File: config.mk
export PLATFORM = sky130hd
export DESIGN_NAME = muldiv_ctrl
export DESIGN_NICKNAME = d
export VERILOG_FILES = /design/src/rtl/muldiv_ctrl.sv
export SDC_FILE = /design/constraint.sdc
export NUM_CORES = 1
export LEC_CHECK = 0
export ABC_AREA = 1
export BUFFER_PORTS_ARGS = -buffer_cell sky130_fd_sc_hd__buf_2
export CAP_MARGIN = 20
export CELL_PAD_IN_SITES_DETAIL_PLACEMENT = 1
export CELL_PAD_IN_SITES_GLOBAL_PLACEMENT = 2
export CORE_ASPECT_RATIO = 0.75
export CORE_MARGIN = 5
export CORE_UTILIZATION = 30
export DETAILED_ROUTE_END_ITERATION = 7
export HOLD_SLACK_MARGIN = 0.02
export PLACE_DENSITY = 0.79
export SETUP_SLACK_MARGIN = 0.1
export SLEW_MARGIN = 20
export SYNTH_ARGS = -nofsm -noshare
export SYNTH_HDL_FRONTEND = slang
export SYNTH_SLANG_ARGS = --single-unit
File: constraint.sdc
create_clock -name clk -period 9.15 [get_ports clk]
set_input_delay 1.3725 -clock clk [delete_from_list [all_inputs] [get_ports clk]]
set_output_delay 1.3725 -clock clk [all_outputs]
set_load 0.02 [all_outputs]
File: src/rtl/muldiv_ctrl.sv
// HI/LO multiply-divide controller: drives an external multiplier and runs a
// 32-step restoring divider. Define MULDIV_EARLY_DIV0_EN to finish divide-by-zero in one cycle.
module muldiv_ctrl #(
  parameter int unsigned MULT_LAT = 2
) (
  input  logic        clk,
  input  logic        reset,
  input  logic        op_valid,
  input  logic [2:0]  op_code,
  input  logic [31:0] op_rs,
  input  logic [31:0] op_rt,
  output logic        op_ready,
  input  logic        cancel,
  input  logic        rd_req,
  input  logic        rd_sel,
  output logic [31:0] rd_data,
  output logic        rd_stall,
  output logic        busy,
  output logic [32:0] mul_a,
  output logic [32:0] mul_b,
  input  logic [65:0] mul_p
);

  localparam logic [2:0] OpMult  = 3'b000;
  localparam logic [2:0] OpMultu = 3'b001;
  localparam logic [2:0] OpDiv   = 3'b010;
  localparam logic [2:0] OpDivu  = 3'b011;
  localparam logic [2:0] OpMthi  = 3'b100;
  localparam logic [2:0] OpMtlo  = 3'b101;

  localparam logic [4:0] MulLast = 5'(MULT_LAT - 1);
  localparam logic [4:0] DivLast = 5'd31;

`ifdef MULDIV_EARLY_DIV0_EN
  localparam bit EarlyDiv0 = 1'b1;
`else
  localparam bit EarlyDiv0 = 1'b0;
`endif

  typedef enum logic [1:0] {StIdle, StMulWait, StDivRun, StDivFix} state_e;

  state_e      state_q, state_d;
  logic [31:0] hi_q, hi_d;
  logic [31:0] lo_q, lo_d;
  logic [32:0] mul_a_q, mul_a_d;
  logic [32:0] mul_b_q, mul_b_d;
  logic [4:0]  cnt_q, cnt_d;
  logic [31:0] rem_q, rem_d;
  logic [31:0] quo_q, quo_d;
  logic [31:0] dvs_q, dvs_d;
  logic        neg_quo_q, neg_quo_d;
  logic        neg_rem_q, neg_rem_d;

  logic        accept;
  logic        is_signed;
  logic [31:0] dvd_abs;
  logic [31:0] dvs_abs;
  logic [32:0] rem_shift;
  logic [31:0] rem_sub;
  logic        rem_ge;
  logic        unused_mul_p;

  // Product is at most 64 significant bits; the top two are sign copies.
  assign unused_mul_p = ^mul_p[65:64];

  assign op_ready = (state_q == StIdle);
  assign busy     = ~op_ready;
  assign rd_stall = rd_req & busy;
  assign rd_data  = rd_sel ? hi_q : lo_q;
  assign mul_a    = mul_a_q;
  assign mul_b    = mul_b_q;

  assign accept    = op_valid & op_ready & ~cancel;
  assign is_signed = ~op_code[0];
  assign dvd_abs   = (is_signed && op_rs[31]) ? -op_rs : op_rs;
  assign dvs_abs   = (is_signed && op_rt[31]) ? -op_rt : op_rt;

  // Restoring step: the dividend shifts out of quo_q MSB-first as quotient bits shift in.
  assign rem_shift = {rem_q, quo_q[31]};
  assign rem_ge    = (rem_shift >= {1'b0, dvs_q});
  assign rem_sub   = rem_shift[31:0] - dvs_q;

  always_comb begin
    state_d   = state_q;
    hi_d      = hi_q;
    lo_d      = lo_q;
    mul_a_d   = mul_a_q;
    mul_b_d   = mul_b_q;
    cnt_d     = cnt_q;
    rem_d     = rem_q;
    quo_d     = quo_q;
    dvs_d     = dvs_q;
    neg_quo_d = neg_quo_q;
    neg_rem_d = neg_rem_q;

    unique case (state_q)
      StIdle: begin
        if (accept) begin
          case (op_code)
            OpMult, OpMultu: begin
              mul_a_d = {is_signed & op_rs[31], op_rs};
              mul_b_d = {is_signed & op_rt[31], op_rt};
              cnt_d   = '0;
              state_d = StMulWait;
            end
            OpDiv, OpDivu: begin
              quo_d     = dvd_abs;
              rem_d     = '0;
              dvs_d     = dvs_abs;
              neg_quo_d = is_signed & (op_rs[31] ^ op_rt[31]);
              neg_rem_d = is_signed & op_rs[31];
              cnt_d     = '0;
              state_d   = StDivRun;
              // Zero divisor: the full run would produce all-ones / dividend anyway.
              if (EarlyDiv0 && (op_rt == 32'd0)) begin
                quo_d   = '1;
                rem_d   = dvd_abs;
                state_d = StDivFix;
              end
            end
            OpMthi:  hi_d = op_rs;
            OpMtlo:  lo_d = op_rs;
            default: ;
          endcase
        end
      end
      StMulWait: begin
        if (cancel) begin
          cnt_d   = '0;
          state_d = StIdle;
        end else if (cnt_q == MulLast) begin
          hi_d    = mul_p[63:32];
          lo_d    = mul_p[31:0];
          cnt_d   = '0;
          state_d = StIdle;
        end else begin
          cnt_d = cnt_q + 5'd1;
        end
      end
      StDivRun: begin
        if (cancel) begin
          cnt_d   = '0;
          state_d = StIdle;
        end else begin
          rem_d = rem_ge ? rem_sub : rem_shift[31:0];
          quo_d = {quo_q[30:0], rem_ge};
          if (cnt_q == DivLast) begin
            cnt_d   = '0;
            state_d = StDivFix;
          end else begin
            cnt_d = cnt_q + 5'd1;
          end
        end
      end
      StDivFix: begin
        if (!cancel) begin
          lo_d = neg_quo_q ? -quo_q : quo_q;
          hi_d = neg_rem_q ? -rem_q : rem_q;
        end
        state_d = StIdle;
      end
      default: state_d = StIdle;
    endcase
  end

  always_ff @(posedge clk or posedge reset) begin
    if (reset) begin
      state_q   <= StIdle;
      hi_q      <= '0;
      lo_q      <= '0;
      mul_a_q   <= '0;
      mul_b_q   <= '0;
      cnt_q     <= '0;
      rem_q     <= '0;
      quo_q     <= '0;
      dvs_q     <= '0;
      neg_quo_q <= 1'b0;
      neg_rem_q <= 1'b0;
    end else begin
      state_q   <= state_d;
      hi_q      <= hi_d;
      lo_q      <= lo_d;
      mul_a_q   <= mul_a_d;
      mul_b_q   <= mul_b_d;
      cnt_q     <= cnt_d;
      rem_q     <= rem_d;
      quo_q     <= quo_d;
      dvs_q     <= dvs_d;
      neg_quo_q <= neg_quo_d;
      neg_rem_q <= neg_rem_d;
    end
  end

endmodule
==> impl_metrics.py <==
metrics = {
    "run_status": {
        "run_status": "finished clean",
    },
    "global_route": {
        "wire_length_of_the_first_global_routing_pass_um": 116000,
        "via_count_of_the_first_global_routing_pass": 18710,
        "grt.overflow.total": 0,
        "antenna_found_initial": 1,
        "grt.total_usage_pct": 23.9,
        "grt_start_max_net_pins": 127,
    },
    "power": {
        "power.internal_uw": 3290,
        "netSwitchingFraction_pct": 51.6,
        "p_sw_uw": 3510,
        "static-leakage-power_uw": 0.0109,
        "ir_drop_uv": 150,
        "share_comb_of_total_power_pct": 55.4,
        "seqPwrFrac_pct": 25.6,
        "share_clk_of_total_power_pct": 18.9,
        "finalPower_uw": 6800,
        "power_density_nw_per_um2": 337,
    },
    "placed_design": {
        "dp.final_hpwl_um": 61500,
        "postPlaceCellArea_um2": 19200,
        "numPortBuffers": 237,
        "routabilityCongestion": 0.918,
        "place_inst": 3673,
    },
    "critical_path": {
        "timing.rr.end": "quo_q[6]",
        "worst_path_largest_cell_delay_ps": 730,
        "critical_path_arrival_ps": 2840,
        "timing_worst_setup_path_type": "primary input to output pin",
        "timing.critical_path.fanout_max": 62,
        "cp_cell_sequence": "buf_2 > buf_4 > o21ai_0 > buf_2",
        "cp_data_required_time_ps": 7780,
        "worstRegToRegCells": 11,
        "cp_num_buf_inv": 3,
        "r2r_setup_slack_ps": 5130,
        "r2r_start": "state_q[0]",
        "critical_path.endpoint_type": "output pin",
        "critical_path.slowest_cell": "o21ai_0",
        "crit_path_start_kind": "primary input",
        "crit_path_most_repeated_cell": "buf_2",
        "path_delay_family": "compound AO/OA/AOI/OAI gates",
    },
    "route": {
        "post_drt_via_cell_ratio": 5.06,
        "drtIter0Drc": 1406,
        "routed_wire_length_per_instance_um": 20.7,
        "drc": 0,
        "total_vias_in_the_final_route": 18869,
        "antenna_violating_nets_post_route": 0,
        "drt-pass1-iter-count": 5,
        "routed_wirelength_um": 77100,
    },
    "clock_tree": {
        "clock_sink_count": 235,
        "cts_buffers": 29,
        "clock_insertion_delay_worst_skew_ps": 600,
        "post_cts_hold_buffer_count": 0,
        "cts_htree_levels": 1,
        "clock_tree_from_tritoncts": "yes",
        "cts_resized": 0,
        "worst_setup_hold_path_clk_slew_ps": 60,
        "cts.repair_timing.setup_buffer_count": 0,
        "cts.root.buffer_cell": "clkbuf_16",
        "clockBufferDepth": 3,
    },
    "die": {
        "starting_density_of_the_core_pct": 30.2,
        "num_io_pins": 240,
        "chipWidth_um": 287,
        "fp.dieArea_um2": 62600,
        "core_rows": 76,
        "fp.coreArea_um2": 57200,
        "die_height_um": 218,
    },
    "sta": {
        "rsz0062_at_grt": "false",
        "final_hold_viol_count": 0,
        "period_share_pct": 46.1,
        "setup_viols_final": 0,
        "setup-tns-final_ps": 0,
        "layout_min_cycle_time_ps": 4220,
        "fmaxAchievable_mhz": 237,
        "setup_skew_after_layout_ps": 24.9,
        "slew_at_the_pin_closest_to_its_max_slew_limit_ps": 1000,
        "slew_headroom_pct": 32.9,
        "slew_viol_final": 0,
    },
    "cells_and_area": {
        "final_cell_count_no_fill": 3727,
        "num-fill-cells": 7572,
        "multiInputGateArea_um2": 9580,
        "most_frequent_cells_in_the_layout": "nand2_1, inv_1, nand3_1",
        "finish.net_count": 3107,
        "register_area_um2": 5880,
        "final_util_pct": 35.3,
        "area_growth_pct": 16.8,
        "n_antenna_cell": 0,
        "final_common_cell": "nand2_1",
        "fin_area_um2": 20200,
        "drive_above_1_share_pct": 11.7,
    },
    "min_path": {
        "timing.hold.worst.start": "hi_q[7]",
        "min_path_type": "flop to flop",
        "hold_end": "hi_q[7]",
        "hold_path_depth": 2,
    },
    "synthesis": {
        "post_synth.cell_area_avg_um2": 6.31,
        "synth-async-reset-ratio_pct": 100,
        "synth_area_leader_cell": "dfrtp_1",
        "synth.yosys.seq_area_share_pct": 34.0,
        "netlist_instances": 2742,
        "yosys_synthesis_warning_count": 0,
        "yosys_register_bits": 235,
        "synth_flop_cell": "dfrtp_1",
        "yosys-top-cells-area": "dfrtp_1, nand2_1, inv_1",
        "synth_enable_flop_cells": 0,
        "mappedNetlistArea_um2": 17300,
        "synth_fp_nets": 2925,
        "netlist.area_leader.share_pct": 34.0,
        "synthDistinctLibCells": 46,
    },
    "job": {
        "drv.max_cap_violation_count": 0,
    },
}
## sequential cells by signal, indices dropped and copies added (netlist names)
register and cells:
neg_quo_q 1, hi_q 32, lo_q 32, dvs_q 32, neg_rem_q 1, quo_q 32, state_q 2, mul_a 33
mul_b 33, cnt_q 5, rem_q 32
## per-stage QoR
step	setup WS [ps]	hold slack [ps]
4_1_cts	5040	480
3_5_place_dp	4420	464
2_1_floorplan	1330	443
6_report	4930	473
3_3_place_gp	4550	457
5_1_grt	4700	505
## cells by family after synthesis
group	count (synthesis)	share of synthesized area, %
buf+inv	477	10.8
mux	10	0.651
compound gates	431	13.5
xor+xnor	41	2.08
fa+ha+maj	44	3.23
flops	235	34.0
simple gates	1504	35.8
## worst register-to-register path: stages, from the launching register on
cell and delay [ps]:
dfrtp_1 400, inv_1 100, ha_1 330, nand2_1 130
nor2_1 100, nand2_2 470, clkinv_2 640, o22ai_4 240
buf_4 600, inv_2 490, o211ai_1 240, o21ai_0 130
## cell usage after synthesis, types with 5 or more instances
cell / number
a21boi_1: 15
a21oi_1: 121
a22oi_1: 9
a31oi_1: 5
buf_1: 11
buf_2: 30
buf_4: 7
clkbuf_1: 53
dfrtp_1: 235
ha_1: 43
inv_1: 368
inv_2: 5
mux2_2: 10
nand2_1: 897
nand3_1: 266
nand3_2: 5
nand4_1: 24
nor2_1: 263
nor3_1: 30
o211ai_1: 16
o21ai_0: 235
o21ai_1: 6
o31ai_1: 11
xnor2_1: 12
xor2_1: 29
## worst max-delay path by stage
stage,startpoint,endpoint,slack (ps),depth (start not counted)
final,rd_sel,rd_data[4],4930,4
after global routing,state_q[0],quo_q[5],4700,11
after CTS,state_q[0],quo_q[6],5040,11
after detailed placement,op_code[1],quo_q[6],4420,10
after global placement,op_code[1],quo_q[6],4550,10
after floorplan,reset,cnt_q[0],1330,1
## layout make-up
cell class	count	share of cell area [%]
well taps	780	4.83
clock inverters	17	1.18
flip-flops and latches	235	29.1
repair buffers	253	6.46
multi-input cells	2030	47.4
inverters	375	7.01
clock buffers	37	3.99
## routing by layer
metal,track usage (%),wire (um)
met3,5.48,5320
met5,0,20
met2,33.7,30700
met4,3.42,1080
met1,37.6,39900
## power by group through the flow
stage	logic, uW	clock network [uW]	registers [uW]
finish	3770	1290	1740
floorplan	2270	0	1840
CTS	3740	1320	1740
global placement	3640	0	1740
detailed placement	3720	0	1760
global route	4160	1360	1800
(Power assumes the default switching activity.)
